### src/rtl/buffer_lru_search.sv
// rtl/buffer_lru_search.sv - key lookup over the buffer_lru entry array, one slot per cycle, with hit/miss counters
module buffer_lru_search #(
    parameter  int WIDTH    = 16,
    parameter  int BUF_SIZE = 8,
    parameter  int CNT_W    = 16,
    localparam int IDX_W    = (BUF_SIZE > 1) ? $clog2(BUF_SIZE) : 1
) (
    input  logic                      clk_i,
    input  logic                      rst_ni,
    input  logic [BUF_SIZE*WIDTH-1:0] buf_array_i,
    input  logic                      req_valid_i,
    output logic                      req_ready_o,
    input  logic [WIDTH-1:0]          req_key_i,
    output logic                      resp_valid_o,
    input  logic                      resp_ready_i,
    output logic                      resp_hit_o,
    output logic [IDX_W-1:0]          resp_idx_o,
    input  logic                      clr_cnt_i,
    output logic [CNT_W-1:0]          hit_cnt_o,
    output logic [CNT_W-1:0]          miss_cnt_o
);

    typedef enum logic [1:0] {
        S_IDLE,
        S_SCAN,
        S_RESP
    } state_t;

    state_t             r_state;
    state_t             w_next_state;
    logic [WIDTH-1:0]   r_key;
    logic [IDX_W-1:0]   r_scan_idx;
    logic               r_hit;
    logic [IDX_W-1:0]   r_idx;
    logic [CNT_W-1:0]   r_hit_cnt;
    logic [CNT_W-1:0]   r_miss_cnt;

    logic [WIDTH-1:0]   w_entries [BUF_SIZE];
    logic               w_accept;
    logic               w_resp_hs;
    logic               w_key_zero;
    logic               w_match;
    logic               w_last;

    for (genvar g = 0; g < BUF_SIZE; g++) begin : g_unpack
        assign w_entries[g] = buf_array_i[g*WIDTH +: WIDTH];
    end

    assign req_ready_o  = (r_state == S_IDLE);
    assign resp_valid_o = (r_state == S_RESP);
    assign resp_hit_o   = r_hit;
    assign resp_idx_o   = r_idx;
    assign hit_cnt_o    = r_hit_cnt;
    assign miss_cnt_o   = r_miss_cnt;

    assign w_accept   = req_valid_i && req_ready_o;
    assign w_resp_hs  = resp_valid_o && resp_ready_i;
    // A zero key spends one SCAN cycle and is reported as a miss; empty slots hold 0 and must never hit.
    assign w_key_zero = (r_key == '0);
    assign w_match    = !w_key_zero && (w_entries[r_scan_idx] == r_key);
    assign w_last     = (r_scan_idx == IDX_W'(BUF_SIZE - 1));

    always_ff @(posedge clk_i or negedge rst_ni) begin
        if (!rst_ni) begin
            r_state <= S_IDLE;
        end else begin
            r_state <= w_next_state;
        end
    end

    always_comb begin
        w_next_state = r_state;
        case (r_state)
            S_IDLE: if (w_accept) w_next_state = S_SCAN;
            S_SCAN: if (w_key_zero || w_match || w_last) w_next_state = S_RESP;
            S_RESP: if (resp_ready_i) w_next_state = S_IDLE;
            default: w_next_state = S_IDLE;
        endcase
    end

    always_ff @(posedge clk_i or negedge rst_ni) begin
        if (!rst_ni) begin
            r_key      <= '0;
            r_scan_idx <= '0;
            r_hit      <= 1'b0;
            r_idx      <= '0;
        end else begin
            case (r_state)
                S_IDLE: begin
                    if (w_accept) begin
                        r_key      <= req_key_i;
                        r_scan_idx <= '0;
                    end
                end
                S_SCAN: begin
                    if (w_match) begin
                        r_hit <= 1'b1;
                        r_idx <= r_scan_idx;
                    end else if (w_key_zero || w_last) begin
                        r_hit <= 1'b0;
                        r_idx <= '0;
                    end else begin
                        r_scan_idx <= r_scan_idx + 1'b1;
                    end
                end
                default: ;
            endcase
        end
    end

    always_ff @(posedge clk_i or negedge rst_ni) begin
        if (!rst_ni) begin
            r_hit_cnt  <= '0;
            r_miss_cnt <= '0;
        end else if (clr_cnt_i) begin
            r_hit_cnt  <= '0;
            r_miss_cnt <= '0;
        end else if (w_resp_hs) begin
            if (r_hit) begin
                if (r_hit_cnt != '1) r_hit_cnt <= r_hit_cnt + 1'b1;
            end else begin
                if (r_miss_cnt != '1) r_miss_cnt <= r_miss_cnt + 1'b1;
            end
        end
    end

endmodule

### config.mk
export PLATFORM = sky130hd
export DESIGN_NAME = buffer_lru_search
export DESIGN_NICKNAME = d
export VERILOG_FILES = /design/src/rtl/buffer_lru_search.sv
export SDC_FILE = /design/constraint.sdc
export NUM_CORES = 1
export LEC_CHECK = 0
export CAP_MARGIN = 20
export CORE_ASPECT_RATIO = 1.2
export CORE_MARGIN = 1.5
export CORE_UTILIZATION = 44
export DETAILED_ROUTE_END_ITERATION = 7
export PLACE_DENSITY = 0.87
export REMOVE_ABC_BUFFERS = 1
export SLEW_MARGIN = 20
export SYNTH_ARGS = -nofsm -noshare
export SYNTH_HDL_FRONTEND = slang
export SYNTH_SLANG_ARGS = --single-unit
### constraint.sdc
create_clock -name clk_i -period 4.4 [get_ports clk_i]
set_clock_uncertainty 0.05 [all_clocks]
set_input_delay 0.66 -clock clk_i [delete_from_list [all_inputs] [get_ports clk_i]]
set_output_delay 0.66 -clock clk_i [all_outputs]
set_load 0.01 [all_outputs]
Word level (Yosys, flattened, before mapping)
Cells that the tools add are included.

Output and inout bits: 38. Flip-flop bits (word level): 57. Logic and storage cells: 68. Input port bits: 149.

Muxes and demuxes: 23. Reduce and logical (&&, ||, !) cells: 21. Equality and inequality tests: 12. $add $sub $neg: 3. Bitwise logic cells: 1. Order comparisons: 1.

Operator list (count): 2-to-1 mux 16 bit (10); binary-select mux 16 bit (select 3 bit) (1); adder 16 x 1 -> 16 bit (second input constant) (2); inequality test 16 bit (second input constant) (2); == test 16 bit (1); logical NOT 16 bit (1); 2-to-1 mux 3 bit (5); nonzero test 2 bit (6); AND reduction 3 bit (3); inequality test 2 bit (second input constant) (4); 2-to-1 mux 2 bit (3); one-hot mux 2 bit (3 select lines) (1); one-hot mux 3 bit (2 select lines) (1); >= comparator 4 bit (second input constant) (1); inequality test 2 x 1 -> 1 bit (second input constant) (2); NOT 3 -> 4 bit (1); AND reduction 2 bit (2); AND reduction 4 bit (1); adder 3 x 1 -> 3 bit (second input constant) (1); == test 3 bit (second input constant) (1); logical AND 1 bit (3); logical OR 1 bit (3); == test 2 x 1 -> 1 bit (second input constant) (1); == test 2 bit (second input constant) (1); other kinds (3) (4).

Logic depth before layout (Yosys ltp)
Gate-level depths: netlist of the first run.

Word-level depth: 10. Mapped depth: 9. Gate-level depth less buffers: 8.

Least setup slack after synthesis of the first run
Ideal clock, no wire load.

Kind: register -> register. Start point: register r_scan_idx[1]. End point: register r_scan_idx[1]. Setup time: 0.128 ns. Stages on the path, launching flop included: 10. Required time: 4.222 ns. Clock period less this slack: 2.578 ns. Data arrival time: 2.400 ns. Buffers on the path: 2. Slack: 1.822 ns. Cells stage by stage: dfrtp_1 > clkbuf_1 > clkbuf_1 > mux4_2 > mux2i_1 > xor2_1 > nand4_1 > nor4_4 > nor2_2 > mux2_1.

Word-level cells in the longest chain between the ends: 8. Elaborated cells between the ends (all ways): 15. Classes of those cells: 1 x add/sub; 4 x eq/ne; 6 x mux; 1 x bitwise; 3 x reduce/logical.

RTL lines: start: declaration (line 32) `logic [IDX_W-1:0] r_scan_idx;`; start signal: assignment (line 103) `r_scan_idx <= r_scan_idx + 1'b1;`; NOT 3 -> 4 bit (not written as such) (line 60) `assign w_match = !w_key_zero && (w_entries[r_scan_idx] == r_key);`; binary-select mux 16 bit (select 3 bit) (line 60); 2-to-1 mux 16 bit (not written as such) (2 in series) (line 60); == test 16 bit (line 60); logical AND 1 bit (line 60); inequality test 2 bit (no line); AND reduction 4 bit (no line).

Several ways; a longest one is shown, not always the timed one. The select of a mux whose other input is x is not followed. A chain may end at the register's enable or synchronous reset.

Final worst setup path of the first run
Start point: register r_scan_idx[0]. End point: register r_scan_idx[1].

The elaborated chain is that of the path after synthesis.

==> results of run 1 <==
[Yosys cell counts]
cell type / n / area [um^2]
a211oi_1: 1 / 7.51
a211oi_2: 1 / 12.5
a21o_1: 1 / 7.51
a21oi_1: 7 / 35.0
a22o_1: 3 / 26.3
and2_1: 5 / 31.3
and3_1: 6 / 37.5
and4_1: 7 / 61.3
buf_12: 1 / 20.0
buf_2: 3 / 15.0
buf_6: 2 / 22.5
clkbuf_1: 9 / 33.8
dfrtp_1: 57 / 1430
ha_1: 4 / 50.1
inv_1: 5 / 18.8
mux2_1: 2 / 22.5
mux2_2: 16 / 180
mux2i_1: 19 / 190
mux4_1: 2 / 52.6
mux4_2: 30 / 676
nand2_1: 16 / 60.1
nand2b_1: 1 / 6.26
nand3_1: 10 / 50.1
nand4_1: 8 / 50.1
nor2_1: 30 / 113
nor2_2: 1 / 6.26
nor2b_1: 7 / 43.8
nor3_1: 1 / 5.00
nor4_1: 4 / 25.0
nor4_4: 1 / 21.3
o21ai_0: 7 / 35.0
o21ai_1: 1 / 5.00
or2_2: 1 / 6.26
or3_1: 6 / 37.5
xnor2_1: 14 / 123
xor2_1: 26 / 228
[sequential cells by signal, summed over array words and instances, names as in the netlist]
register    cells
resp_idx_o      3
r_key          16
miss_cnt_o     16
resp_hit_o      1
r_scan_idx      3
hit_cnt_o      16
r_state         2
[worst paths after layout]
| kind | startpoint | end | slack [ns] | depth (start not counted) |
|---|---|---|---|---|
| max | r_scan_idx[0]$_DFFE_PN0P_ | r_scan_idx[1]$_DFFE_PN0P_ | 1.42 | 8 |
| min | rst_ni | hit_cnt_o[10]$_DFFE_PN0P_ | 0.30 | 1 |
| max reg2reg | r_scan_idx[0]$_DFFE_PN0P_ | r_scan_idx[1]$_DFFE_PN0P_ | 1.42 | 8 |
| min reg2reg | resp_idx_o[2]$_DFFE_PN0P_ | resp_idx_o[2]$_DFFE_PN0P_ | 0.47 | 1 |
| max in group asynchronous | rst_ni | r_scan_idx[0]$_DFFE_PN0P_ | 3.17 | 2 |
| min in group clk_i | resp_idx_o[2]$_DFFE_PN0P_ | resp_idx_o[2]$_DFFE_PN0P_ | 0.47 | 1 |
[layer usage]
layer | GRT usage, % | share of wire [%]
met5 | 0 | 0
met4 | 9.41 | 3.5
met3 | 7.14 | 6.4
met2 | 43.2 | 53
met1 | 27.3 | 37
[worst max-delay path, cell delays in order, from the launching register on]
cell,delay (ns)
dfrtp_2,0.59
buf_4,0.34
mux4_2,0.54
mux2i_1,0.18
xor2_1,0.21
nand4_1,0.17
nor4_4,0.33
nor2_2,0.12
mux2_1,0.32
[final cells by class]
class / count / area share, %
Antenna cell: 2 / 0.0858
Multi-Input combinational cell: 238 / 37.8
Clock buffer: 11 / 2.25
Inverter: 5 / 0.322
Sequential cell: 57 / 24.5
Timing Repair Buffer: 190 / 32.3
Tap cell: 114 / 2.44
Clock inverter: 4 / 0.386
[per-stage QoR]
| step | util (%) | instances | instance area, um^2 | worst slack (ns) | total power [mW] |
|---|---|---|---|---|---|
| 2_1_floorplan | - | 300 | 3650 | 0.921 | 1.56 |
| 3_3_place_gp | 69.3 | 604 | 5680 | 1.34 | 1.89 |
| 3_5_place_dp | 69.3 | 604 | 5680 | 1.30 | 1.92 |
| 4_1_cts | 71.2 | 619 | 5830 | 1.37 | 2.32 |
| 5_1_grt | 71.1 | 619 | 5830 | 1.14 | 2.45 |
| 6_report | 71.2 | 621 | 5830 | 1.42 | 2.29 |
[where the power goes]
group | internal [mW] | switching, mW | total [mW]
clock network | 0.198 | 0.198 | 0.396
registers | 0.624 | 0.157 | 0.781
logic | 0.680 | 0.435 | 1.11
[cells in the final DEF, fill, tap and decap left out, types with 4 or more instances in the layout]
cell type and instances:
clkdlybuf4s50_1 184, dfrtp_1 56, nor2_1 30, mux4_2 30
xor2_1 26, mux2i_1 19, mux2_2 16, nand2_1 16
xnor2_1 14, nand3_1 10, clkbuf_8 9, nand4_1 8
nor2b_1 7, and4_1 7, a21oi_1 7, o21ai_0 7
and3_1 6, or3_1 6, and2_1 5, inv_1 5
nor4_1 4, ha_1 4, buf_4 4
[cell families (layout without fill, tap and decap cells)]
| kind of cell | Yosys count | in the layout | synth area share, % |
|---|---|---|---|
| simple gates | 104 | 104 | 14.8 |
| compound gates | 21 | 21 | 3.44 |
| flops | 57 | 57 | 38.1 |
| xor+xnor | 40 | 40 | 9.36 |
| mux | 69 | 69 | 30.0 |
| buf+inv | 20 | 210 | 2.94 |
| other cells | 0 | 2 | 0 |
| fa+ha+maj | 4 | 4 | 1.34 |
==> results.json, run 1 <==
{
  "post_cts_buffers": 0,
  "endpoint_kind": "flip-flop",
  "synthCells": 315,
  "area_growth_pct": 56.0,
  "cts_tree": "built",
  "cp_max_fo": 13,
  "layout.nets": 654,
  "seq_area_mm2": 0.00143,
  "netlist_area_mm2": 0.00374,
  "grt_usage_pct": 24.5,
  "tns_ns": 0,
  "num_rows": 36,
  "cts.sinks": 57,
  "power.leakage_nw": 2.31,
  "slew_viol_final": 0,
  "timing.fmax_mhz": 336,
  "path_clk_slew_ns": 0.07,
  "path_class": "flip-flop to flip-flop",
  "status": "finished clean",
  "postCtsResizedCells": 0,
  "final_hold_viol_count": 0,
  "firstDrtPassIters": 4,
  "clock_latency_ns": 0.33,
  "io_buffers": 186,
  "ys_ff_latch": 57,
  "core_mm2": 0.00820,
  "gp_congestion": 0.822,
  "antenna_found_initial": 1,
  "die_x_um": 87.2,
  "fin_hold_ws_ns": 0.304,
  "viasPerCell": 5.35,
  "post-dp-hpwl_um": 8520,
  "drc_errors": 0,
  "grt_overflow": 0,
  "hold_path_class": "input pin to async pin",
  "detail-route-antenna-nets": 0,
  "cp.required_ns": 4.56,
  "routed-via-count": 3320,
  "avgSynthCellArea_um2": 11.9,
  "ys_seq_area_share_pct": 38.1,
  "final.fill_count": 633,
  "ys_warn_count": 0,
  "period_needed_ns": 2.98,
  "clockBufferDepth": 2,
  "grt_pass1_vias": 3641,
  "worstSetupStartpointType": "flip-flop",
  "holdBufCountCts": 0,
  "cts_made_buffers": 9,
  "grt_first_pass_wirelength_um": 17300,
  "slew_headroom_pct": 37.0,
  "fp.dieH_um": 104,
  "final.period_utilization_pct": 67.7,
  "tightest_slew_ns": 0.945,
  "cts-root-buf": "clkbuf_8",
  "dieArea_mm2": 0.00907,
  "arrival_ns": 3.14,
  "finalWirelength_um": 10500,
  "rsz0062_at_grt": "false",
  "start_util_pct": 45.6,
  "multi_input_area_mm2": 0.00220,
  "p_per_area_mw_per_mm2": 393,
  "ir_worst_vdd_uv": 220,
  "pin_count": 187,
  "grt_max_degree": 36,
  "wl_per_cell_um": 16.9,
  "cts_htree_levels": 3,
  "drive_gt1_share_pct": 13.9,
  "drt_iter0_drc": 88,
  "synth_cell_type_count": 36,
  "setup_violations": 0,
  "maxCapViolations": 0
}
No activity file was read; power rests on OpenSTA's default activity.
==> run 2: changes to the inputs <==
CORE_UTILIZATION = 37   (was 44)
PLACE_DENSITY = 0.78   (was 0.87)
clock period = 2.64 ns   (was 4.4 ns; I/O delays follow)
==> results.json, run 2 (same netlist as run 1, synthesis figures left out) <==
{
  "path_class": "flip-flop to flip-flop",
  "pin_count": 187,
  "tns_ns": -0.300,
  "layout.nets": 663,
  "regToRegSetupSlack_ns": -0.07,
  "clockBufferDepth": 2,
  "post-dp-hpwl_um": 8850,
  "slew_headroom_pct": 55.1,
  "arrival_ns": 2.87,
  "antenna_found_initial": 1,
  "setup_ws_ns": -0.0663,
  "routed-via-count": 3340,
  "area_growth_pct": 63.9,
  "status": "complete, but fails checks",
  "fin_area_mm2": 0.00613,
  "dieArea_mm2": 0.0107,
  "io_buffers": 186,
  "pre_cts_slack_ns": -0.202,
  "detail-route-antenna-nets": 0,
  "hold_path_class": "input pin to async pin",
  "drt_iter0_drc": 73,
  "grt_overflow": 0,
  "finalWirelength_um": 10900,
  "drive_gt1_share_pct": 15.9,
  "power.leakage_nw": 2.45,
  "start_util_pct": 37.8,
  "endpoint_kind": "flip-flop",
  "tightest_slew_ns": 0.674,
  "wl_met1_um": 4140,
  "reg2reg_from": "r_scan_idx[0]$_DFFE_PN0P_",
  "cts_made_buffers": 9,
  "met2_length_um": 5760,
  "core_mm2": 0.00991,
  "drc_errors": 0,
  "final.period_utilization_pct": 103,
  "grt_max_degree": 36,
  "cts_tree": "built",
  "grt_first_pass_wirelength_um": 17300,
  "timing.rr.end": "resp_idx_o[0]$_DFFE_PN0P_",
  "num_rows": 40,
  "slew_viol_final": 0,
  "mostFrequentLayoutCell": "clkdlybuf4s50_1",
  "wl_per_cell_um": 16.9,
  "cts.sinks": 57,
  "worstSetupStartpointType": "flip-flop",
  "path_clk_slew_ns": 0.05,
  "period_needed_ns": 2.71,
  "cts_htree_levels": 3,
  "ir_worst_vdd_uv": 351,
  "cp_max_fo": 6,
  "holdBufCountCts": 0,
  "p_per_area_mw_per_mm2": 738,
  "final_hold_viol_count": 0,
  "final.fill_count": 812,
  "place_area_mm2": 0.00581,
  "placed_cells_incl_taps": 625,
  "cts-root-buf": "clkbuf_16",
  "die_x_um": 94.8,
  "timing.fmax_mhz": 370,
  "final_cell_mix": "clkdlybuf4s50_1, dfrtp_1, nor2_1, mux4_2, xor2_1",
  "setup_violations": 5,
  "fin_cells": 642,
  "cp.required_ns": 2.80,
  "maxCapViolations": 0,
  "post_cts_buffers": 0,
  "reg2regPathDepth": 8,
  "grt_usage_pct": 21.3,
  "seq_area_mm2": 0.00143,
  "multi_input_area_mm2": 0.00221,
  "viasPerCell": 5.20,
  "rsz0062_at_grt": "true",
  "route.met3.wl_um": 665,
  "highest_layer": "met4",
  "fp.dieH_um": 113,
  "gp_congestion": 0.765,
  "grt_pass1_vias": 3620,
  "firstDrtPassIters": 4,
  "clock_latency_ns": 0.32,
  "violations": "negative setup slack"
}
run 2: changes by cell type in the layout (fill, tap and decap cells not counted), sizes merged:
cell,before,now
clkinvlp,1,2
diode,2,1
clkdlybuf4s50,184,185
clkinv,3,2
buf,6,14
bufinv,0,1
run 2: how the worst max path moves through the flow:
| stage | to | slack (ns) | startpoint |
|---|---|---|---|
| after floorplan | r_scan_idx[1]$_DFFE_PN0P_ | -0.84 | r_scan_idx[0]$_DFFE_PN0P_ |
| after global placement | r_scan_idx[1]$_DFFE_PN0P_ | -0.15 | buf_array_i[117] |
| after detailed placement | r_scan_idx[1]$_DFFE_PN0P_ | -0.20 | buf_array_i[117] |
| after CTS | resp_idx_o[1]$_DFFE_PN0P_ | -0.06 | r_scan_idx[0]$_DFFE_PN0P_ |
| after global routing | r_scan_idx[2]$_DFFE_PN0P_ | -0.16 | r_scan_idx[0]$_DFFE_PN0P_ |
| final | resp_idx_o[0]$_DFFE_PN0P_ | -0.07 | r_scan_idx[0]$_DFFE_PN0P_ |
run 2: layout make-up:
type | count | area share [%]
well taps | 126 | 2.57
flip-flops and latches | 57 | 23.3
multi-input cells | 238 | 36.1
clock buffers | 11 | 3.96
diodes | 1 | 0.0408
inverters | 5 | 0.306
repair buffers | 199 | 32.8
clock inverters | 5 | 0.898
run 2: per-stage QoR:
stage               utilization (%)  total power [mW]  hold slack [ns]
finish                         61.9              4.53           0.0662
floorplan                         -              2.61           0.0504
CTS                            61.8              4.56           0.0733
global placement               58.7              3.33            0.406
global route                   61.9              4.77            0.114
detailed placement             58.7              3.36            0.418
run 2: where the power goes:
part           internal, mW  switching [mW]  leakage, nW
clock                 0.752           0.395        0.142
combinational          1.28           0.873         1.55
sequential             1.04           0.181        0.752
run 2: repair_timing:
action / 4_1_cts / 5_1_grt
pin swaps: 1 / 0
gates cloned: 0 / 0
endpoints found under the setup margin: 7 / 9
endpoints found under the hold margin: 0 / 0
gates resized for setup: 4 / 1
run 2: metal layers:
metal / GRT usage, % / vias to the layer above
li1: - / 1561
met1: 23.6 / 1618
met2: 38.1 / 142
met3: 5.44 / 19
met4: 8.36 / 0
met5: 0 / -
run 2: critical path, stage by stage, from the launching register on:
cell	delay, ns
dfrtp_2	0.44
buf_4	0.20
mux4_2	0.52
mux2i_1	0.19
xor2_1	0.18
nand4_1	0.17
nor4_4	0.39
o21ai_1	0.18
a22o_1	0.26
